==> src/rtl/ofdm_rx_sample_pacer.sv <==
// Paces buffered I/Q samples into the OFDM RX path at a programmable strobe period.
// Empty-FIFO strobes are reported as underflow pulses and counted (saturating).
module ofdm_rx_sample_pacer #(
    parameter int sample_bit_width_g = 12,
    parameter int fifo_depth_g       = 16,
    parameter int period_width_g     = 8,
    parameter int default_period_g   = 24
) (
    input  logic                                sys_clk,
    input  logic                                sys_rstn,
    input  logic                                sys_init,
    input  logic                                enable,
    input  logic [period_width_g-1:0]           period,
    input  logic [sample_bit_width_g-1:0]       in_i,
    input  logic [sample_bit_width_g-1:0]       in_q,
    input  logic                                in_valid,
    output logic                                in_ready,
    output logic [sample_bit_width_g-1:0]       rx_data_i,
    output logic [sample_bit_width_g-1:0]       rx_data_q,
    output logic                                rx_data_valid,
    output logic [$clog2(fifo_depth_g):0]       fifo_level,
    output logic                                underflow,
    output logic [15:0]                         underflow_cnt
);

    localparam int AW = $clog2(fifo_depth_g);
    localparam int SW = sample_bit_width_g;
    localparam int PW = period_width_g;

    logic [SW-1:0] r_mem_i [fifo_depth_g];
    logic [SW-1:0] r_mem_q [fifo_depth_g];
    logic [AW:0]   r_wr_ptr;
    logic [AW:0]   r_rd_ptr;
    logic [PW-1:0] r_cnt;
    logic [PW-1:0] r_period;
    logic [SW-1:0] r_rx_data_i;
    logic [SW-1:0] r_rx_data_q;
    logic          r_rx_data_valid;
    logic          r_underflow;
    logic [15:0]   r_underflow_cnt;

    logic [AW:0]   w_level;
    logic          w_full;
    logic          w_empty;
    logic [PW-1:0] w_last_cnt;
    logic          w_strobe;
    logic          w_wr;
    logic          w_pop;

    assign w_level = r_wr_ptr - r_rd_ptr;
    assign w_full  = (w_level == (AW+1)'(fifo_depth_g));
    assign w_empty = (w_level == '0);

    // Periods of 0 and 1 both collapse to a strobe on every enabled cycle.
    assign w_last_cnt = (r_period <= PW'(1)) ? '0 : (r_period - PW'(1));
    assign w_strobe   = enable && (r_cnt == w_last_cnt);

    // Emptiness is judged on the registered level, so a same-cycle write never falls through.
    assign w_wr  = in_valid && !w_full;
    assign w_pop = w_strobe && !w_empty;

    assign in_ready      = !w_full;
    assign fifo_level    = w_level;
    assign rx_data_i     = r_rx_data_i;
    assign rx_data_q     = r_rx_data_q;
    assign rx_data_valid = r_rx_data_valid;
    assign underflow     = r_underflow;
    assign underflow_cnt = r_underflow_cnt;

    always_ff @(posedge sys_clk) begin
        if (w_wr && !sys_init) begin
            r_mem_i[r_wr_ptr[AW-1:0]] <= in_i;
            r_mem_q[r_wr_ptr[AW-1:0]] <= in_q;
        end
    end

    always_ff @(posedge sys_clk or negedge sys_rstn) begin
        if (!sys_rstn) begin
            r_wr_ptr        <= '0;
            r_rd_ptr        <= '0;
            r_cnt           <= '0;
            r_period        <= PW'(default_period_g);
            r_rx_data_i     <= '0;
            r_rx_data_q     <= '0;
            r_rx_data_valid <= 1'b0;
            r_underflow     <= 1'b0;
            r_underflow_cnt <= '0;
        end else if (sys_init) begin
            r_wr_ptr        <= '0;
            r_rd_ptr        <= '0;
            r_cnt           <= '0;
            r_period        <= PW'(default_period_g);
            r_rx_data_i     <= '0;
            r_rx_data_q     <= '0;
            r_rx_data_valid <= 1'b0;
            r_underflow     <= 1'b0;
            r_underflow_cnt <= '0;
        end else begin
            if (!enable || w_strobe) begin
                r_cnt <= '0;
            end else begin
                r_cnt <= r_cnt + PW'(1);
            end

            // New period only takes hold at an interval boundary or while idle.
            if (!enable || w_strobe) begin
                r_period <= period;
            end

            if (w_wr) begin
                r_wr_ptr <= r_wr_ptr + (AW+1)'(1);
            end

            r_rx_data_valid <= w_pop;
            if (w_pop) begin
                r_rd_ptr    <= r_rd_ptr + (AW+1)'(1);
                r_rx_data_i <= r_mem_i[r_rd_ptr[AW-1:0]];
                r_rx_data_q <= r_mem_q[r_rd_ptr[AW-1:0]];
            end

            r_underflow <= w_strobe && w_empty;
            if (w_strobe && w_empty && (r_underflow_cnt != 16'hFFFF)) begin
                r_underflow_cnt <= r_underflow_cnt + 16'd1;
            end
        end
    end

endmodule

==> config.mk <==
export PLATFORM = sky130hd
export DESIGN_NAME = ofdm_rx_sample_pacer
export DESIGN_NICKNAME = d
export VERILOG_FILES = /design/src/rtl/ofdm_rx_sample_pacer.sv
export SDC_FILE = /design/constraint.sdc
export NUM_CORES = 1
export LEC_CHECK = 0
export CORE_MARGIN = 8
export CORE_UTILIZATION = 50
export CTS_BUF_LIST = sky130_fd_sc_hd__clkbuf_4
export CTS_CLUSTER_SIZE = 40
export DETAILED_ROUTE_END_ITERATION = 16
export HOLD_SLACK_MARGIN = 0.02
export MAX_ROUTING_LAYER = met4
export PLACE_DENSITY = 0.74
export SLEW_MARGIN = 5
export SYNTH_ARGS = -nofsm -noshare
export SYNTH_HDL_FRONTEND = slang
export SYNTH_SLANG_ARGS = --single-unit
==> constraint.sdc <==
create_clock -name sys_clk -period 6.66 [get_ports sys_clk]
set_clock_uncertainty 0.1 [all_clocks]
set_input_delay 1.332 -clock sys_clk [delete_from_list [all_inputs] [get_ports sys_clk]]
set_output_delay 1.332 -clock sys_clk [all_outputs]
set_load 0.02 [all_outputs]
== After elaboration in Yosys (flattened, before gate mapping) ==
Memory sizes are Yosys's and may differ from the RTL's.
Cells that the tools add are included.

* Add/sub/neg operators: 6
* Magnitude comparators: 1
* Equal/unequal tests: 3
* Muxes and demuxes: 19
* Reduce and logical (&&, ||, !) cells: 16

{| class="wikitable"
|+ Operator list
! operator !! count
|-
| 12-bit two-way mux || 4
|-
| 8-bit two-way mux || 5
|-
| 16-bit two-way mux || 2
|-
| 5-bit two-way mux || 4
|-
| 16-bit by 1-bit adder with 16-bit output, second input constant || 1
|-
| 16-bit != test, second input constant || 1
|-
| 5-bit by 1-bit adder with 5-bit output, second input constant || 2
|-
| 8-bit by 1-bit adder with 8-bit output, second input constant || 1
|-
| 8-bit == test || 1
|-
| 8-bit by 1-bit <= comparator with 1-bit output, second input constant || 1
|-
| 2-bit nonzero test || 4
|-
| 8-bit by 1-bit subtractor with 8-bit output, second input constant || 1
|-
| 1-bit logical AND || 6
|-
| 5-bit == test, second input constant || 1
|-
| 5-bit zero test || 1
|-
| 5-bit subtractor || 1
|-
| 1-bit zero test || 4
|-
| 1-bit two-way mux || 4
|-
| 1-bit logical OR || 1
|}

* Register bits: 68
* Bits in writable memories: 384
* Bits of input ports: 37
* Output and inout port bits: 48
* Memories: 2

{| class="wikitable"
|+ Memories
! memory !! words !! bits a word !! read ports !! clocked after memory_dff !! write ports !! line !! RTL
|-
| r_mem_i || 16 || 12 || 1 || 0 || 1 || 30 || <nowiki>logic [SW-1:0] r_mem_i [fifo_depth_g];</nowiki>
|-
| r_mem_q || 16 || 12 || 1 || 0 || 1 || 31 || <nowiki>logic [SW-1:0] r_mem_q [fifo_depth_g];</nowiki>
|}

== Longest topological paths before layout ==
* Depth after elaboration: 8
* Gate-level depth with buffers: 14
* Mapped depth without buffers: 10

== Worst setup path before layout ==
No wires, ideal clock.

* Path type: reg-to-reg
* Start point: register r_rd_ptr[1]
* End point: memory r_mem_i[0][0] (netlist name) (enable)
* Library setup time: 0.435 ns
* Arrival: 4.863 ns
* Required time: 6.125 ns
* Path slack: 1.262 ns
* Stages on the path, launching flop included: 14
* Buffers on the path: 4
* Clock period less this slack: 5.398 ns
* Path through: dfrtp_1 -> clkbuf_1 -> clkbuf_1 -> clkbuf_1 -> inv_1 -> ha_1 -> nor2b_1 -> o21ai_0 -> a211oi_1 -> o211ai_1 -> and2_0 -> clkbuf_1 -> nand3b_1 -> nor3_1

* Word-level cells in the longest chain between the ends: 7

{| class="wikitable"
|+ RTL lines
! what !! line !! RTL
|-
| start, declared || 33 || <nowiki>logic [AW:0] r_rd_ptr;</nowiki>
|-
| start signal, assigned || 116 || <nowiki>r_rd_ptr <= r_rd_ptr + (AW+1)'(1);</nowiki>
|-
| 5-bit subtractor || 50 || <nowiki>assign w_level = r_wr_ptr - r_rd_ptr;</nowiki>
|-
| 5-bit == test || 51 || <nowiki>assign w_full = (w_level == (AW+1)'(fifo_depth_g));</nowiki>
|-
| 1-bit zero test || -- ||
|-
| named net in_ready || 17 || <nowiki>output logic in_ready,</nowiki>
|-
| 1-bit logical AND || 59 || <nowiki>assign w_wr = in_valid && !w_full;</nowiki>
|-
| 1-bit logical AND || 71 || <nowiki>if (w_wr && !sys_init) begin</nowiki>
|-
| 1-bit two-way mux || 71 ||
|-
| 1-bit two-way mux (not written as such) || 72 || <nowiki>r_mem_i[r_wr_ptr[AW-1:0]] <= in_i;</nowiki>
|-
| end, declared || 30 ||
|}

The timed path passes the listed nets, and every way through them passes these cells.

== Final worst setup path ==
* Start point: register r_rd_ptr[0]
* End point: output in_ready

* Word-level cells in the longest chain between the ends: 3

{| class="wikitable"
|+ RTL lines
! what !! line !! RTL
|-
| 5-bit subtractor || 50 ||
|-
| 5-bit == test || 51 ||
|-
| 1-bit zero test || 62 || <nowiki>assign in_ready = !w_full;</nowiki>
|-
| end, declared || 17 ||
|}

No other way between the ends.

==> summary.txt <==
Placement
  – GP Congestion: 0.8400
  – Port Buf Inserts: 84
  – Detailed Place HPWL: 23.27 mm
  – Placed instance count: 1,489

Synth
  – Synth cell types: 60
  – Syn Area/Cell: 18.76 um^2
  – Number of flops mapped to enable cells by yosys: 384
  – Primary FF master, synth: edfxtp_1
  – Register area share after synthesis: 71.92%
  – Post-synth ARST share: 15.04%
  – Synth Warn #: 0
  – Netlist Area Pre-Place: 18,400 um^2
  – Yosys reg bits: 452
  – Post-synth net total: 1,032
  – Mapped Cells: 981

Worst setup path
  – CP Capture Type: output port
  – Crit Reg-Reg Startpoint: r_rd_ptr[0]
  – Crit Path Max Fanout: 13
  – Data required time of the critical path: 5.23 ns
  – R2R Setup Slk: 2.13 ns
  – Launch point of the worst path: r_rd_ptr[0]
  – FF-to-FF path depth: 10
  – Worst r2r dst: r_mem_i[2][4]
  – CP Class: reg -> out
  – CP endpoint: in_ready
  – CP Launch Type: flip-flop
  – Worst EP arrival: 3.81 ns

Route
  – Post-DR wirelength/cell: 24.09 um
  – First-pass DRT Iterations: 7
  – Post-DRT Antenna Nets: 0
  – Iter 0 DRT Violations: 930
  – Detailed-route via count: 10,221
  – Via/cell ratio: 6.044
  – Routed wire length: 40.73 mm
  – Residual DRC count: 0

Clocking
  – Num CTS Buffers: 109
  – CTS sink cnt: 452
  – Clock Pin Slew Worst Setup and Hold Paths: 0.06 ns
  – Clock Tree Root: clkbuf_4
  – CTS tree: done
  – Deepest clock path buffer count: 3
  – Htree depth: 3
  – Post-CTS Setup Repair Bufs: 0
  – Clock Latency Late Sink: 0.81 ns
  – CTS resizes: 0
  – Hold_buf cts: 0

Final layout
  – FILL cells: 2,700
  – Final net count: 1,183
  – Post-Layout Cell Count: 1,691
  – Syn-to-layout area delta: 15.48%
  – Layout cells sized above 1: 28.26%

STA
  – Achievable Freq: 190.7 MHz
  – Slew @ Worst Pin: 1.019 ns
  – Final period util: 78.72%
  – Fin crit period: 5.243 ns
  – Setup Viol. Count Final: 0
  – Slew Viols, Final: 0
  – RSZ-0062 raised after global routing: false
  – Worst slew margin: 31.89%
  – Setup Total Neg Slack: 0 ns
  – Final hold vios: 0

Global routing
  – Initial antenna violation count: 2
  – Pin count of the biggest net entering global routing: 77
  – GR Overflow Total: 0
  – Vias in the first global route: 10,493
  – Tot GR Track Use: 19.40%
  – Global-route wire length before repair: 62.30 mm

Floorplanning
  – Die ar.: 43,200 um^2
  – Initial core utilization: 50.50%
  – # IOs: 85
  – Rows: 70
  – Die X: 207.8 um
  – Die H: 207.8 um
  – Core area: 36,430 um^2

Pwr
  – Power Internal: 4.308 mW
  – Comb pwr share: 4.0%
  – Leak: 6.874 nW
  – Net Sw Frac: 22.47%
  – Net Switching: 1.249 mW
  – Clock power frac: 40.1%
  – Sequential power share: 55.9%
  – Worst VDD drop: 0.1468 mV
  – Power per Cell Area: 261.5 nW/um^2

Job
  – Max_cap viols: 0

Hold path
  – Worst hold path class: reg -> reg

Run status
  – Status: completed
==> state kept, by name, indices dropped and copies added (netlist names) <==
register and flops:
r_mem_i 192, r_period 8, rx_data_q 12, r_mem_q 192, rx_data_i 12, underflow 1, r_rd_ptr 5, r_wr_ptr 5
r_cnt 8, rx_data_valid 1, underflow_cnt 16
==> synthesized netlist by cell type, drive strengths merged, types with 3 or more instances <==
cell type  instances  area [um^2]
inv               19        71.31
nor3              20        105.1
o21ai             35        175.2
and2               4        25.03
nor2              28        105.1
mux2               6        67.56
buf               16        73.82
nand3             16        80.08
nor4               3        40.04
nand2             14        52.55
xnor2             11        96.34
nand4             25        156.4
dfrtp             66         1652
mux4             120         2703
ha                13        162.7
edfxtp           384        11530
mux2i              4        40.04
nor2b              7        43.79
nand3b             4        30.03
xor2               6        52.55
and3               9        56.30
nand2b            14        87.58
a21oi             47        239.0
or3                5        31.28
nor3b              3        33.78
clkbuf            43        161.4
or4               19        146.4
o31ai             12        90.09
==> stage by stage <==
stage	area, um^2	total power, mW	util (%)	worst slack, ns	hold WS [ns]
2_1_floorplan	18400	3.267	-	1.262	0.4163
3_3_place_gp	19840	3.379	54.46	2.275	0.4296
3_5_place_dp	19840	3.387	54.46	2.111	0.4406
4_1_cts	21250	5.611	58.31	1.343	0.4475
5_1_grt	21250	5.765	58.32	1.233	0.4576
6_report	21250	5.557	58.32	1.417	0.4496
==> logic make-up (layout without fill, tap and decap cells) <==
group / Yosys count / count (layout) / synth area share, %
AO/OA/AOI/OAI: 112 / 112 / 3.583
XOR/XNOR: 17 / 17 / 0.8091
adder cells (fa/ha/maj): 14 / 14 / 0.9928
buffers and inverters: 78 / 318 / 1.666
flip-flops: 452 / 452 / 71.92
multiplexers: 130 / 130 / 15.27
other: 0 / 2 / 0
AND/OR/NAND/NOR: 178 / 178 / 5.752
==> area by class of cell <==
class | instances | area [um^2] | share of cell area (%)
Antenna cell | 2 | 5.005 | 0.02355
Clock buffer | 159 | 1194 | 5.617
Clock inverter | 41 | 209.0 | 0.9833
Inverter | 19 | 71.32 | 0.3356
Multi-Input combinational cell | 451 | 4985 | 23.46
Sequential cell | 452 | 13240 | 62.32
Tap cell | 468 | 585.6 | 2.756
Timing Repair Buffer | 99 | 958.4 | 4.510
==> power groups by stage <==
stage | Clock (mW) | Sequential, mW | Combinational [mW]
2_1_floorplan | 0 | 3.16 | 0.102
3_3_place_gp | 0 | 3.17 | 0.212
3_5_place_dp | 0 | 3.17 | 0.220
4_1_cts | 2.28 | 3.11 | 0.220
5_1_grt | 2.42 | 3.11 | 0.237
6_report | 2.23 | 3.11 | 0.220
==> cell usage in the layout (no fill, tap or decap), types with 15 or more instances in the layout <==
master	netlist	layout
or4_1	18	18
nor3_1	19	15
edfxtp_1	384	384
nand4_1	25	25
buf_4	1	15
inv_1	18	18
clkdlybuf4s50_1	0	82
clkinv_1	0	29
a21oi_1	46	46
clkbuf_4	0	159
dfrtp_1	66	64
nor2_1	28	16
o21ai_0	35	35
mux4_2	120	120
nand3_1	16	16
==> worst max-delay path, cell delays in order, from the launching register on <==
cell	delay, ns
dfrtp_4	0.58
ha_1	0.25
fa_1	0.48
inv_1	0.05
or3_1	0.41
a211oi_1	0.37
o211ai_1	0.29
clkdlybuf4s50_1	0.63
==> metal layers <==
| layer | vias up | GRT usage (%) | share of wire, % |
|---|---|---|---|
| met5 | - | - | 0 |
| met4 | 0 | 6.314 | 1.9 |
| met3 | 60 | 5.661 | 8.9 |
| met2 | 487 | 29.79 | 48 |
| met1 | 5254 | 24.82 | 41 |
| li1 | 4420 | - | - |
==> worst min path at each step <==
stage	start	endpoint	depth (start not counted)
global route	rx_data_i[6]	rx_data_i[6]	2
detailed placement	rx_data_q[8]	rx_data_q[8]	2
CTS	rx_data_q[8]	rx_data_q[8]	2
finish	rx_data_q[8]	rx_data_q[8]	2
floorplan	r_cnt[0]	r_cnt[0]	1
global placement	rx_data_q[10]	rx_data_q[10]	2
(Power assumes the default switching activity.)
